[config.mk]
export PLATFORM = sky130hd
export DESIGN_NAME = ysyx_23060201_mem_arbiter
export DESIGN_NICKNAME = d
export VERILOG_FILES = /design/src/rtl/ysyx_23060201_mem_arbiter_pkg.sv /design/src/rtl/ysyx_23060201_mem_arbiter_rr_arb2.sv /design/src/rtl/ysyx_23060201_mem_arbiter.sv
export SDC_FILE = /design/constraint.sdc
export NUM_CORES = 1
export LEC_CHECK = 0
export BUFFER_PORTS_ARGS = -buffer_cell sky130_fd_sc_hd__clkbuf_2
export CORE_ASPECT_RATIO = 1.75
export CORE_MARGIN = 3
export CORE_UTILIZATION = 27
export DETAILED_ROUTE_END_ITERATION = 16
export GPL_TIMING_DRIVEN = 0
export PLACE_DENSITY_LB_ADDON = 0.05
export SYNTH_ARGS = -nofsm -noshare
export SYNTH_HDL_FRONTEND = slang
export SYNTH_SLANG_ARGS = --single-unit
[constraint.sdc]
create_clock -name clk -period 3.6 [get_ports clk]
set_clock_uncertainty 0.1 [all_clocks]
set_input_delay 0.72 -clock clk [delete_from_list [all_inputs] [get_ports clk]]
set_output_delay 0.72 -clock clk [all_outputs]
set_load 0.02 [all_outputs]
[src/rtl/ysyx_23060201_mem_arbiter_pkg.sv]
// Shared types for the IFU/LSU data-memory arbiter: FSM states and grant identifiers.
package ysyx_23060201_mem_arbiter_pkg;

    typedef enum logic [1:0] {
        ARB_IDLE  = 2'd0,
        ARB_ISSUE = 2'd1,
        ARB_WAIT  = 2'd2,
        ARB_RESP  = 2'd3
    } arb_state_t;

    localparam logic GNT_IFU = 1'b0;
    localparam logic GNT_LSU = 1'b1;

endpackage

[src/rtl/ysyx_23060201_mem_arbiter_rr_arb2.sv]
// Two-way round-robin picker: a lone requester wins, a contended pick goes to the
// requester that did not win last time.
module ysyx_23060201_rr_arb2
    import ysyx_23060201_mem_arbiter_pkg::*;
(
    input  logic [1:0] req,
    input  logic       last,
    output logic       gnt_id,
    output logic       gnt_vld
);

    // NOTE: every output gets a default first so no path through the block infers a latch.
    always_comb begin
        gnt_vld = |req;
        gnt_id  = GNT_IFU;
        if (req == 2'b11) begin
            gnt_id = ~last;
        end else if (req[GNT_LSU]) begin
            gnt_id = GNT_LSU;
        end
    end

endmodule

[src/rtl/ysyx_23060201_mem_arbiter.sv]
// Serialises IFU fetches and LSU loads/stores onto the single MEM port, one
// transaction in flight, round-robin under contention.
module ysyx_23060201_mem_arbiter
    import ysyx_23060201_mem_arbiter_pkg::*;
#(
    parameter int ADDR_WIDTH = 32,
    parameter int DATA_WIDTH = 32,
    parameter int MASK_WIDTH = 8
) (
    input  logic                  clk,
    input  logic                  rst_n,

    input  logic                  ifu_req_valid,
    output logic                  ifu_req_ready,
    input  logic [ADDR_WIDTH-1:0] ifu_req_addr,
    output logic                  ifu_resp_valid,
    input  logic                  ifu_resp_ready,
    output logic [DATA_WIDTH-1:0] ifu_resp_rdata,

    input  logic                  lsu_req_valid,
    output logic                  lsu_req_ready,
    input  logic                  lsu_req_wen,
    input  logic [ADDR_WIDTH-1:0] lsu_req_addr,
    input  logic [DATA_WIDTH-1:0] lsu_req_wdata,
    input  logic [MASK_WIDTH-1:0] lsu_req_wmask,
    output logic                  lsu_resp_valid,
    input  logic                  lsu_resp_ready,
    output logic [DATA_WIDTH-1:0] lsu_resp_rdata,

    output logic                  mem_req_valid,
    input  logic                  mem_req_ready,
    output logic                  mem_req_wen,
    output logic [ADDR_WIDTH-1:0] mem_req_addr,
    output logic [DATA_WIDTH-1:0] mem_req_wdata,
    output logic [MASK_WIDTH-1:0] mem_req_wmask,
    input  logic                  mem_resp_valid,
    output logic                  mem_resp_ready,
    input  logic [DATA_WIDTH-1:0] mem_resp_rdata
);

    arb_state_t            state;
    arb_state_t            state_next;
    logic                  grant;
    logic                  last_grant;
    logic                  pick_id;
    logic                  pick_vld;
    logic                  accept;
    logic                  wen_q;
    logic [ADDR_WIDTH-1:0] addr_q;
    logic [DATA_WIDTH-1:0] wdata_q;
    logic [MASK_WIDTH-1:0] wmask_q;
    logic [DATA_WIDTH-1:0] rdata_q;

    ysyx_23060201_rr_arb2 u_rr_arb2 (
        .req     ({lsu_req_valid, ifu_req_valid}),
        .last    (last_grant),
        .gnt_id  (pick_id),
        .gnt_vld (pick_vld)
    );

    // Gated by rst_n so no request looks accepted while the block is held in reset.
    assign accept = rst_n && (state == ARB_IDLE) && pick_vld;

    // NOTE: sequential state uses <= so every register updates from pre-edge values.
    always_ff @(posedge clk or negedge rst_n) begin
        if (!rst_n) begin
            state <= ARB_IDLE;
        end else begin
            state <= state_next;
        end
    end

    always_comb begin
        state_next = state;
        case (state)
            ARB_IDLE:  if (pick_vld)       state_next = ARB_ISSUE;
            ARB_ISSUE: if (mem_req_ready)  state_next = ARB_WAIT;
            ARB_WAIT:  if (mem_resp_valid) state_next = ARB_RESP;
            ARB_RESP:  if ((grant == GNT_IFU) ? ifu_resp_ready : lsu_resp_ready)
                           state_next = ARB_IDLE;
            default:   state_next = ARB_IDLE;
        endcase
    end

    always_comb begin
        ifu_req_ready  = 1'b0;
        lsu_req_ready  = 1'b0;
        mem_req_valid  = 1'b0;
        mem_resp_ready = 1'b0;
        ifu_resp_valid = 1'b0;
        lsu_resp_valid = 1'b0;
        case (state)
            ARB_IDLE: begin
                ifu_req_ready = accept && (pick_id == GNT_IFU);
                lsu_req_ready = accept && (pick_id == GNT_LSU);
            end
            ARB_ISSUE: mem_req_valid  = 1'b1;
            ARB_WAIT:  mem_resp_ready = 1'b1;
            ARB_RESP: begin
                ifu_resp_valid = (grant == GNT_IFU);
                lsu_resp_valid = (grant == GNT_LSU);
            end
            default: ;
        endcase
    end

    // Request fields are frozen at accept so MEM sees them stable through any stall.
    always_ff @(posedge clk or negedge rst_n) begin
        if (!rst_n) begin
            grant      <= GNT_IFU;
            last_grant <= GNT_IFU;
            wen_q      <= 1'b0;
            addr_q     <= '0;
            wdata_q    <= '0;
            wmask_q    <= '0;
            rdata_q    <= '0;
        end else begin
            if (accept) begin
                grant      <= pick_id;
                last_grant <= pick_id;
                if (pick_id == GNT_IFU) begin
                    wen_q   <= 1'b0;
                    addr_q  <= ifu_req_addr;
                    wdata_q <= '0;
                    wmask_q <= '0;
                end else begin
                    wen_q   <= lsu_req_wen;
                    addr_q  <= lsu_req_addr;
                    wdata_q <= lsu_req_wdata;
                    wmask_q <= lsu_req_wen ? lsu_req_wmask : '0;
                end
            end
            if ((state == ARB_WAIT) && mem_resp_valid) begin
                rdata_q <= wen_q ? '0 : mem_resp_rdata;
            end
        end
    end

    assign mem_req_wen    = wen_q;
    assign mem_req_addr   = addr_q;
    assign mem_req_wdata  = wdata_q;
    assign mem_req_wmask  = wmask_q;
    assign ifu_resp_rdata = rdata_q;
    assign lsu_resp_rdata = rdata_q;

endmodule

==> summary.txt <==
Run status
  – Status: finished clean

Synthesis
  – Synth area leader: dfrtp_1
  – Ys flop type: dfrtp_1
  – Post-synth top area share: 0.5832
  – Post-Syn Area: 0.004634 mm^2
  – Syn Inst Count: 394
  – EDFF count, synth: 0
  – Net count after synthesis: 543
  – Synth unique cells: 27
  – Syn avg cell area: 11.76 um^2
  – Seq/Total Area, Yosys: 0.5832
  – Synth top area cells: dfrtp_1, a221o_1, a22o_1
  – Yosys reg bits: 108
  – Yosys warning count: 0
  – Asr flop ratio synth: 1.000

Floorplan
  – Core Rows: 62
  – Core area: 0.01660 mm^2
  – I/O Pins: 288
  – DIE HEIGHT: 179.3 um
  – Initial Util: 0.2792
  – Die area: 0.01883 mm^2
  – Die width: 105.0 um

Critical path
  – Critical Path Start Type: input pin
  – CP max FO: 47
  – Worst Path Arrival: 2.36 ns
  – Worst setup EP type: output pin
  – Critical path class: input pin to output pin
  – CP required: 2.78 ns

Clocking
  – CTS tree: yes
  – Root Driver: clkbuf_16
  – CTS Buf Count: 9
  – Insertion delay to the later sink of the worst-skew pair: 0.34 ns
  – Clock transition at path regs: 0.08 ns
  – TritonCTS Sinks: 108
  – CTS max path bufs: 2
  – Hold Buf Count CTS: 0
  – Post-CTS setup buffer count: 0
  – Post-CTS sizing: 0
  – CTS H-tree lvls: 3

Power
  – Clock share of power: 0.162
  – Comb pwr share: 0.493
  – Flop pwr share: 0.345
  – Power density cells: 910.5 mW/mm^2
  – Net switching fraction of the power: 0.4231
  – P_sw: 2583 uW
  – P_leak: 0.003668 uW
  – Maximum vdd ir drop: 0.0003296 V
  – Internal: 3521 uW

Worst hold path
  – Hold crit path type: input pin to asynchronous set/reset pin

STA
  – Setup TNS Final: 0 ns
  – Slew headroom: 0.6606
  – Final Max Slew Viols: 0
  – Final Cycle Share: 0.8836
  – RSZ-0062 raised after global routing: false
  – Final hold slack: 0.1275 ns
  – Final setup violation count: 0
  – Fin crit period: 3.181 ns
  – Fin. Hold Viols: 0
  – Worst Tran Pin Value: 0.5091 ns
  – F_max: 314.4 MHz

Cells and area
  – Post-route cell area: 0.006704 mm^2
  – Fin util: 0.4038
  – Inserted Diodes: 0
  – Final #Nets: 842
  – Share of layout cells above drive strength 1: 0.5072
  – Syn-to-layout area delta: 44.65%
  – FILL cells: 1,747
  – Finished Layout Cells: 922

GRT
  – First-pass GRT wire length: 23,290 um
  – Vias in the first global route: 4,323
  – Initial antenna violation count: 0
  – Overall routing resource usage: 0.1567
  – GRT overflow: 0
  – Pin count of the biggest net entering global routing: 95

Placement
  – Gp weighted congestion: 0.7299
  – Area after DPL: 0.006382 mm^2
  – Dpl cells: 905
  – Post-DP HPWL: 11,870 um
  – Port bufs: 286

Detailed routing
  – DRC violations left: 0
  – Vias: 4,112
  – WL/cell: 16.62 um
  – DR iter-0 viols: 113
  – ANT nets after route: 0
  – Router iterations before antenna repair: 4
  – Via/cell ratio: 4.460
  – Wirelength, routed: 15,330 um

Run
  – Max-cap violation count: 0
==> cell usage after synthesis, types with 2 or more instances <==
cell type,instances
and2_1,13
a21oi_1,2
dfrtp_1,108
buf_1,2
a22o_1,33
mux2i_1,2
buf_4,36
clkbuf_1,15
a221o_1,32
buf_2,8
o21ai_0,32
nand3_1,2
a32o_1,8
and2_0,19
nand2b_1,32
nor2b_1,2
ha_1,4
inv_1,3
nand2_1,33
==> critical path: stages <==
cell	delay, ns
clkbuf_8	0.22
buf_16	0.25
nand3_1	0.11
a21oi_1	0.25
buf_2	0.30
buf_2	0.26
clkbuf_2	0.20
==> power groups by stage <==
stage / clock, uW / combinational (uW) / sequential, uW
global route: 1070 / 3270 / 2180
detailed placement: 0 / 3080 / 2120
finish: 991 / 3010 / 2100
floorplan: 0 / 1340 / 2700
CTS: 1040 / 3070 / 2110
global placement: 0 / 3050 / 2110
==> metal layers <==
layer | part of all wire | track usage | vias up
li1 | - | - | 1961
met1 | 0.38 | 0.1802 | 1943
met2 | 0.53 | 0.2800 | 191
met3 | 0.075 | 0.04505 | 17
met4 | 0.020 | 0.05090 | 0
met5 | 0 | 0 | -
==> cell type report <==
type | instances | area, um^2 | share of cell area
buffer | 61 | 375.4 | 0.05599
timing repair buffer | 288 | 1493 | 0.2227
clock inverter | 5 | 42.54 | 0.006346
clock buffer | 11 | 252.7 | 0.03770
tap | 224 | 280.3 | 0.04181
sequential | 108 | 2703 | 0.4031
inverter | 3 | 11.26 | 0.001680
multi-input combinational | 222 | 1546 | 0.2307
==> worst paths after layout <==
check | from | endpoint | slack (ns) | cells after the start
worst max-delay path | rst_n | lsu_req_ready | 0.42 | 7
worst min-delay path | rst_n | ifu_resp_rdata[6] | 0.13 | 1
worst max register to register | state[0] | mem_req_wdata[9] | 1.41 | 7
worst min register to register | mem_req_wmask[7] | mem_req_wmask[7] | 0.39 | 1
max in group asynchronous | rst_n | mem_req_addr[3] | 2.72 | 2
min in group clk | mem_req_wmask[7] | mem_req_wmask[7] | 0.39 | 1
==> state kept, by name, summed over array words and instances, names as in the netlist <==
register        count
ifu_resp_rdata     32
last_grant          1
mem_req_addr       32
mem_req_wdata      32
mem_req_wen         1
mem_req_wmask       8
state               2
==> stage by stage <==
| stage | worst slack [ns] | total power [uW] |
|---|---|---|
| after global routing | 0.1930 | 6521 |
| after detailed placement | 0.0002698 | 5196 |
| final | 0.4190 | 6104 |
| after floorplan | 1.301 | 4043 |
| after CTS | 0.003842 | 6221 |
| after global placement | -1.548 | 5153 |
==> cells in the final DEF (no fill, tap or decap), drive strengths merged, types with 2 or more instances in the layout <==
cell,n
nor2b,2
nand2,33
a32o,8
a21oi,2
o21ai,32
dfrtp,108
ha,4
nand2b,32
buf,47
nand3,2
inv,6
a221o,32
clkbuf,313
a22o,33
clkinv,2
mux2i,2
and2,33
==> logic make-up after synthesis <==
family                     share of synthesized area
AOI/OAI and AO/OA                             0.1922
adders and majority gates                    0.01080
buffers and inverters                        0.08315
DFF                                           0.5832
muxes                                       0.006749
and+or+nand+nor                               0.1239
Power figures use the tool's default switching activity.
